<file path="src/rtl/ray_normalize_tagged.sv">
// ray_normalize_tagged
//   Normalizes a tagged ray direction. Each component is divided by the
//   vector length with one shared restoring divider. The three components
//   go through the divider one after another, and the tag is carried along
//   unchanged.
//
// Ports
//   clk        system clock; all state changes happen on its rising edge
//   reset      asynchronous, active-low reset
//   in_valid   TDL_in holds a beat
//   TDL_in     tag, signed direction {x,y,z}, unsigned len (len MSB is always 0)
//   in_ready   block is idle and can take a beat this cycle
//   in_drop    registered pulse: a beat arrived while the block was busy
//   out_valid  TD_out holds a normalized result
//   out_ready  downstream takes the result
//   TD_out     tag plus normalized signed Q-format direction
//   div_zero   qualifies TD_out: len was 0, so the direction was forced to 0
//   busy       block is not idle

package ray_norm_pkg;
    localparam int WIDTH    = 16;
    localparam int Q_BITS   = 8;
    localparam int TAG_SIZE = 64;

    typedef struct packed {
        logic signed [WIDTH-1:0] x;
        logic signed [WIDTH-1:0] y;
        logic signed [WIDTH-1:0] z;
    } Direction;

    typedef struct packed {
        logic [TAG_SIZE-1:0] tag;
        Direction            direction;
    } TaggedDirection;

    typedef struct packed {
        logic [TAG_SIZE-1:0] tag;
        Direction            direction;
        logic [WIDTH-1:0]    len;
    } TaggedDirection_len;
endpackage

// state | meaning
// ------+----------------------------------------------------------
// IDLE  | waiting for a beat; in_ready high
// DIV   | dividing component comp_idx (0=x, 1=y, 2=z), ITER edges each
// DONE  | result presented; held until out_valid && out_ready
module ray_normalize_tagged
    import ray_norm_pkg::*;
#(
    parameter int WIDTH    = ray_norm_pkg::WIDTH,
    parameter int Q_BITS   = ray_norm_pkg::Q_BITS,
    parameter int TAG_SIZE = ray_norm_pkg::TAG_SIZE
) (
    input  logic               clk,
    input  logic               reset,
    input  logic               in_valid,
    input  TaggedDirection_len TDL_in,
    output logic               in_ready,
    output logic               in_drop,
    output logic               out_valid,
    input  logic               out_ready,
    output TaggedDirection     TD_out,
    output logic               div_zero,
    output logic               busy
);

    localparam int ITER = WIDTH + Q_BITS;
    localparam int CW   = $clog2(ITER);

    localparam logic [1:0] S_IDLE = 2'd0;
    localparam logic [1:0] S_DIV  = 2'd1;
    localparam logic [1:0] S_DONE = 2'd2;

    localparam logic [ITER-1:0] MAX_MAG = ITER'((2 ** (WIDTH - 1)) - 1);

    logic [1:0]              state;
    logic [1:0]              comp_idx;
    logic [CW-1:0]           iter_cnt;
    logic [ITER-1:0]         dvd;       // dividend shifts out the top, quotient shifts in the bottom
    logic [WIDTH-1:0]        rem;
    logic [WIDTH-1:0]        len_r;
    logic signed [WIDTH-1:0] src_x, src_y, src_z;
    logic [TAG_SIZE-1:0]     tag_r;
    logic signed [WIDTH-1:0] res_x, res_y, res_z;

    logic [WIDTH:0]          shifted;
    logic [WIDTH:0]          trial;
    logic                    q_bit;
    logic [WIDTH-1:0]        rem_next;
    logic [ITER-1:0]         quo_next;
    logic [WIDTH-1:0]        mag_sat;
    logic signed [WIDTH-1:0] src_cur;
    logic signed [WIDTH-1:0] src_following;
    logic [WIDTH-1:0]        result;

    // |c| << Q_BITS. The magnitude of the most negative value is still
    // exact as an unsigned WIDTH-bit number.
    function automatic logic [ITER-1:0] abs_dividend(input logic signed [WIDTH-1:0] c);
        logic [WIDTH-1:0] mag;
        mag = c[WIDTH-1] ? (~c + 1'b1) : c;
        return {mag, {Q_BITS{1'b0}}};
    endfunction

    always_comb begin
        shifted  = {rem, dvd[ITER-1]};
        trial    = shifted - {1'b0, len_r};
        q_bit    = ~trial[WIDTH];
        rem_next = q_bit ? trial[WIDTH-1:0] : shifted[WIDTH-1:0];
        quo_next = {dvd[ITER-2:0], q_bit};

        // Clamping to +max before the sign is restored keeps the output
        // range symmetric.
        mag_sat = (quo_next > MAX_MAG) ? MAX_MAG[WIDTH-1:0] : quo_next[WIDTH-1:0];

        src_cur       = src_x;
        src_following = src_y;
        case (comp_idx)
            2'd1: begin
                src_cur       = src_y;
                src_following = src_z;
            end
            2'd2: begin
                src_cur       = src_z;
                src_following = src_z;
            end
            default: begin
                src_cur       = src_x;
                src_following = src_y;
            end
        endcase

        result = src_cur[WIDTH-1] ? (~mag_sat + 1'b1) : mag_sat;
    end

    assign in_ready  = (state == S_IDLE);
    assign busy      = (state != S_IDLE);
    assign out_valid = (state == S_DONE);

    assign TD_out.tag         = tag_r;
    assign TD_out.direction.x = res_x;
    assign TD_out.direction.y = res_y;
    assign TD_out.direction.z = res_z;

    always_ff @(posedge clk or negedge reset) begin
        if (!reset) begin
            state    <= S_IDLE;
            comp_idx <= 2'd0;
            iter_cnt <= '0;
            dvd      <= '0;
            rem      <= '0;
            len_r    <= '0;
            src_x    <= '0;
            src_y    <= '0;
            src_z    <= '0;
            tag_r    <= '0;
            res_x    <= '0;
            res_y    <= '0;
            res_z    <= '0;
            div_zero <= 1'b0;
            in_drop  <= 1'b0;
        end else begin
            in_drop <= in_valid && (state != S_IDLE);

            case (state)
                S_IDLE: begin
                    if (in_valid) begin
                        tag_r    <= TDL_in.tag;
                        src_x    <= TDL_in.direction.x;
                        src_y    <= TDL_in.direction.y;
                        src_z    <= TDL_in.direction.z;
                        len_r    <= TDL_in.len;
                        comp_idx <= 2'd0;
                        rem      <= '0;
                        iter_cnt <= CW'(ITER - 1);
                        dvd      <= abs_dividend(TDL_in.direction.x);
                        if (TDL_in.len == '0) begin
                            res_x    <= '0;
                            res_y    <= '0;
                            res_z    <= '0;
                            div_zero <= 1'b1;
                            state    <= S_DONE;
                        end else begin
                            div_zero <= 1'b0;
                            state    <= S_DIV;
                        end
                    end
                end

                S_DIV: begin
                    if (iter_cnt == '0) begin
                        // Last quotient bit: store the result, then load the
                        // next component so the divider never idles.
                        case (comp_idx)
                            2'd0:    res_x <= result;
                            2'd1:    res_y <= result;
                            default: res_z <= result;
                        endcase
                        rem      <= '0;
                        iter_cnt <= CW'(ITER - 1);
                        dvd      <= abs_dividend(src_following);
                        if (comp_idx == 2'd2) begin
                            state <= S_DONE;
                        end else begin
                            comp_idx <= comp_idx + 2'd1;
                        end
                    end else begin
                        dvd      <= quo_next;
                        rem      <= rem_next;
                        iter_cnt <= iter_cnt - 1'b1;
                    end
                end

                S_DONE: begin
                    if (out_ready) begin
                        state <= S_IDLE;
                    end
                end

                default: state <= S_IDLE;
            endcase
        end
    end

endmodule

</file>
<file path="config.mk">
export PLATFORM = sky130hd
export DESIGN_NAME = ray_normalize_tagged
export DESIGN_NICKNAME = d
export VERILOG_FILES = /design/src/rtl/ray_normalize_tagged.sv
export SDC_FILE = /design/constraint.sdc
export NUM_CORES = 1
export LEC_CHECK = 0
export CAP_MARGIN = 20
export CORE_AREA = 2 2 143 145
export CTS_CLUSTER_SIZE = 20
export DETAILED_ROUTE_END_ITERATION = 6
export DIE_AREA = 0 0 145 147
export HOLD_SLACK_MARGIN = 0.15
export PLACE_DENSITY_LB_ADDON = 0.25
export SLEW_MARGIN = 20
export SYNTH_ARGS = -nofsm -noshare
export SYNTH_HDL_FRONTEND = slang
export SYNTH_SLANG_ARGS = --single-unit
export TNS_END_PERCENT = 5
</file>
<file path="constraint.sdc">
create_clock -name clk -period 6.5 [get_ports clk]
set_clock_uncertainty 0.05 [all_clocks]
set_input_delay 1.95 -clock clk [delete_from_list [all_inputs] [get_ports clk]]
set_output_delay 1.95 -clock clk [all_outputs]
set_load 0.02 [all_outputs]
</file>
==> impl_results.rst <==
.. list-table::
   :header-rows: 1

   * - Metric
     - Value
   * - Layout Utilization
     - 0.7149
   * - Weighted congestion reported at the end of routability-driven placement
     - 0.8697
   * - Estimated wirelength of the detail-placed design
     - 19.35 mm
   * - Largest area contributor in the synthesized netlist
     - sky130_fd_sc_hd__dfrtp_1
   * - Post-route DRC
     - 0
   * - Die outline width
     - 145 um
   * - Synthesized netlist net count
     - 1,357
   * - Critical Path Fanout Max
     - 25
   * - Port buffer count
     - 248
   * - Vias in the first global route
     - 9,202
   * - Proportion of netlist area held by the largest area contributor
     - 0.4982
   * - Register bit total from synthesis
     - 212
   * - Number of enable flip-flop cells after synthesis
     - 0
   * - Kind of end point of the critical path
     - flip-flop
   * - Antenna Nets Post-Route
     - 0
   * - GR Overflow Total
     - 0
   * - Portion of the post-synthesis area used by sequential elements
     - 0.4982
   * - Pin count of the biggest net entering global routing
     - 125
   * - Cell leakage power
     - 6.461 nW
   * - Cell Area, Synth
     - 0.01065 mm2
   * - Mean number of vias per cell
     - 5.376
   * - # rows
     - 52
   * - Initial antenna violation count
     - 0
   * - Number of H-tree levels
     - 1
   * - Final setup violation count
     - 0
   * - Minimum clock period
     - 4.281 ns
   * - Biggest area contributors in the synthesized netlist
     - sky130_fd_sc_hd__dfrtp_1 50%, sky130_fd_sc_hd__nand2_1 14%, sky130_fd_sc_hd__o21ai_0 3.6%
   * - Layout Area Growth over Synthesis
     - 33.24%
   * - Kind of critical path
     - input pin to flip-flop
   * - Part of the total power dissipated in the clock network
     - 0.179
   * - Filler cell count
     - 1,546
   * - Total Routing Usage GR
     - 0.2620
   * - Placeable core region
     - 0.01984 mm2
   * - Clock transition at path regs
     - 0.06 ns
   * - Average instance area after synthesis
     - 8.866 um2
   * - Run status
     - complete, no violations
   * - Unrepaired setup endpoints after global routing
     - false
   * - Tightest Pin Transition
     - 0.8692 ns
   * - Final WL
     - 27.89 mm
   * - Maximum VDD drop
     - 259.7 uV
   * - Floorplan die area
     - 0.02132 mm2
   * - Routed wirelength normalized by instance count
     - 16.32 um
   * - Count of max-cap constraint violations
     - 0
   * - Startpoint Class
     - input pin
   * - Latest clock arrival within the worst-skew pair
     - 0.51 ns
   * - Hold Buf Count CTS
     - 0
   * - I/O pin cnt
     - 249
   * - Iteration-0 DRC Markers
     - 451
   * - Most frequently used flop master after synthesis
     - sky130_fd_sc_hd__dfrtp_1
   * - First-pass GRT wire length
     - 46.20 mm
   * - Share of the cycle needed by the critical path after routing
     - 0.6586
   * - Net count reported at finish
     - 1,579
   * - Root buf cell
     - sky130_fd_sc_hd__clkbuf_16
   * - Unique masters post-synth
     - 64
   * - Highest clock frequency the design can meet
     - 233.6 MHz
   * - Total cell area at the placement stage
     - 0.01333 mm2
   * - Async set or reset register ratio after synthesis
     - 1.000
   * - Crit path required time
     - 6.84 ns
   * - Clock sinks
     - 212
   * - Number of hold-slack violations in the final timing report
     - 0
   * - Pwr per Cell Area
     - 567.2 mW/mm2
   * - Reported net switching power
     - 3.324 mW
   * - Starting density of the core
     - 0.5366
   * - Final sum of negative setup slack
     - 0 ns
   * - Sequential power share
     - 0.300
   * - Hold crit path type
     - flip-flop to flip-flop
   * - Worst Path Arrival
     - 4.62 ns
   * - Die boundary height
     - 147 um
   * - Fraction of layout cells with a size suffix above 1
     - 0.06046
   * - Switching share of total power
     - 0.4130
   * - Summed area of non-filler cells in the final layout
     - 0.01419 mm2
   * - Fraction of power consumed by combinational cells
     - 0.521
   * - Number of buffers on the longest clock path
     - 3
   * - Cells after Synth
     - 1,201
   * - P_int
     - 4.724 mW
   * - Vias
     - 9,187
   * - Commonest non-fill, non-tap cells in the layout
     - 404 x sky130_fd_sc_hd__nand2_1, 247 x sky130_fd_sc_hd__clkdlybuf4s50_1, 212 x sky130_fd_sc_hd__dfrtp_1, 77 x sky130_fd_sc_hd__o21ai_0, 61 x sky130_fd_sc_hd__nor2_1
   * - Syn. warnings
     - 0
   * - Post_cts resized
     - 0
   * - # diodes
     - 0
   * - Clock tree from TritonCTS
     - built
   * - Worst hold margin
     - 0.4246 ns
   * - Number of iterations in the first detailed-routing pass
     - 5
   * - Leading cell type in the layout, fill and taps excluded
     - sky130_fd_sc_hd__nand2_1
   * - Max-slew violations
     - 0
   * - Post-CTS Setup Bufs
     - 0
   * - Number of buffers added by the clock tree synthesis step
     - 23
   * - Relative max-transition margin
     - 0.4206
[layout make-up]
cell class | count | area, um2 | share of cell area
inverters | 31 | 116.4 | 0.008202
clock buffers | 33 | 663.1 | 0.04674
well taps | 270 | 337.8 | 0.02381
flip-flops and latches | 212 | 5305 | 0.3739
multi-input cells | 895 | 4986 | 0.3514
repair buffers | 260 | 2609 | 0.1839
clock inverters | 8 | 170.2 | 0.01199
[worst paths after layout]
| check | from | end | slack [ns] | depth (start not counted) |
|---|---|---|---|---|
| max | TDL_in[4] | res_y[12] | 2.22 | 7 |
| min | res_x[2] | res_x[2] | 0.42 | 2 |
| max reg2reg | dvd[23] | res_y[10] | 2.47 | 17 |
| min reg2reg | res_x[2] | res_x[2] | 0.42 | 2 |
| max in group asynchronous | reset | tag_r[36] | 3.88 | 2 |
| min in group asynchronous | reset | res_x[2] | 1.43 | 1 |
[cells in the mapped netlist, drive strengths merged (7+ instances only)]
cell type / number
buf: 17
clkbuf: 46
nor2: 63
a22o: 9
mux2i: 29
xor2: 14
mux2: 24
a21oi: 42
nor2b: 9
nor3: 25
nand2: 405
inv: 31
nor4: 8
or3: 7
xnor2: 30
nand3: 8
o21ai: 83
dfrtp: 212
o31ai: 25
ha: 23
[metrics by stage]
stage,cells,power (mW),setup slack (ns)
finish,1709,8.048,2.219
global route,1709,8.656,2.097
floorplan,1201,5.187,2.695
CTS,1708,8.072,2.239
global placement,1667,6.456,1.851
detailed placement,1667,6.601,1.702
[metal layers]
layer  global-route usage  vias to the layer above  wire length (um)
met4              0.07525                        0               639
met2               0.4464                      290             13520
met1               0.3335                     4361             11550
li1                     -                     4490                 -
met3              0.06677                       46              2186
met5                    0                        -                 0
[registers in the layout, summed over array words and instances (netlist names), 2 cells and up]
name,flops
comp_idx,2
dvd,24
iter_cnt,5
len_r,16
rem,16
res_x,16
res_y,16
res_z,16
src_y,16
src_z,16
state,2
tag_r,64
[worst max-delay path: stages]
cell and delay [ns]:
sky130_fd_sc_hd__clkdlybuf4s50_1 0.44, sky130_fd_sc_hd__nor4_1 0.51, sky130_fd_sc_hd__nand4_1 0.37, sky130_fd_sc_hd__nor2_1 0.26, sky130_fd_sc_hd__a21oi_1 0.09, sky130_fd_sc_hd__or2_1 0.56
sky130_fd_sc_hd__mux2_1 0.44
[power groups by stage]
stage                     clock network (mW)  logic [mW]  registers, mW
final                                   1.44        4.19           2.41
after CTS                               1.47        4.20           2.41
after global placement                     0        4.06           2.40
after detailed placement                   0        4.19           2.42
after floorplan                            0        2.50           2.69
after global routing                    1.52        4.64           2.49
[cells by family after synthesis]
| logic type | synth area share |
|---|---|
| adder cells (fa/ha/maj) | 0.02891 |
| XOR/XNOR | 0.03619 |
| AO/OA/AOI/OAI | 0.1321 |
| multiplexers | 0.05264 |
| AND/OR/NAND/NOR | 0.2162 |
| flip-flops | 0.4982 |
| buffers and inverters | 0.03572 |
(Power assumes the default switching activity.)
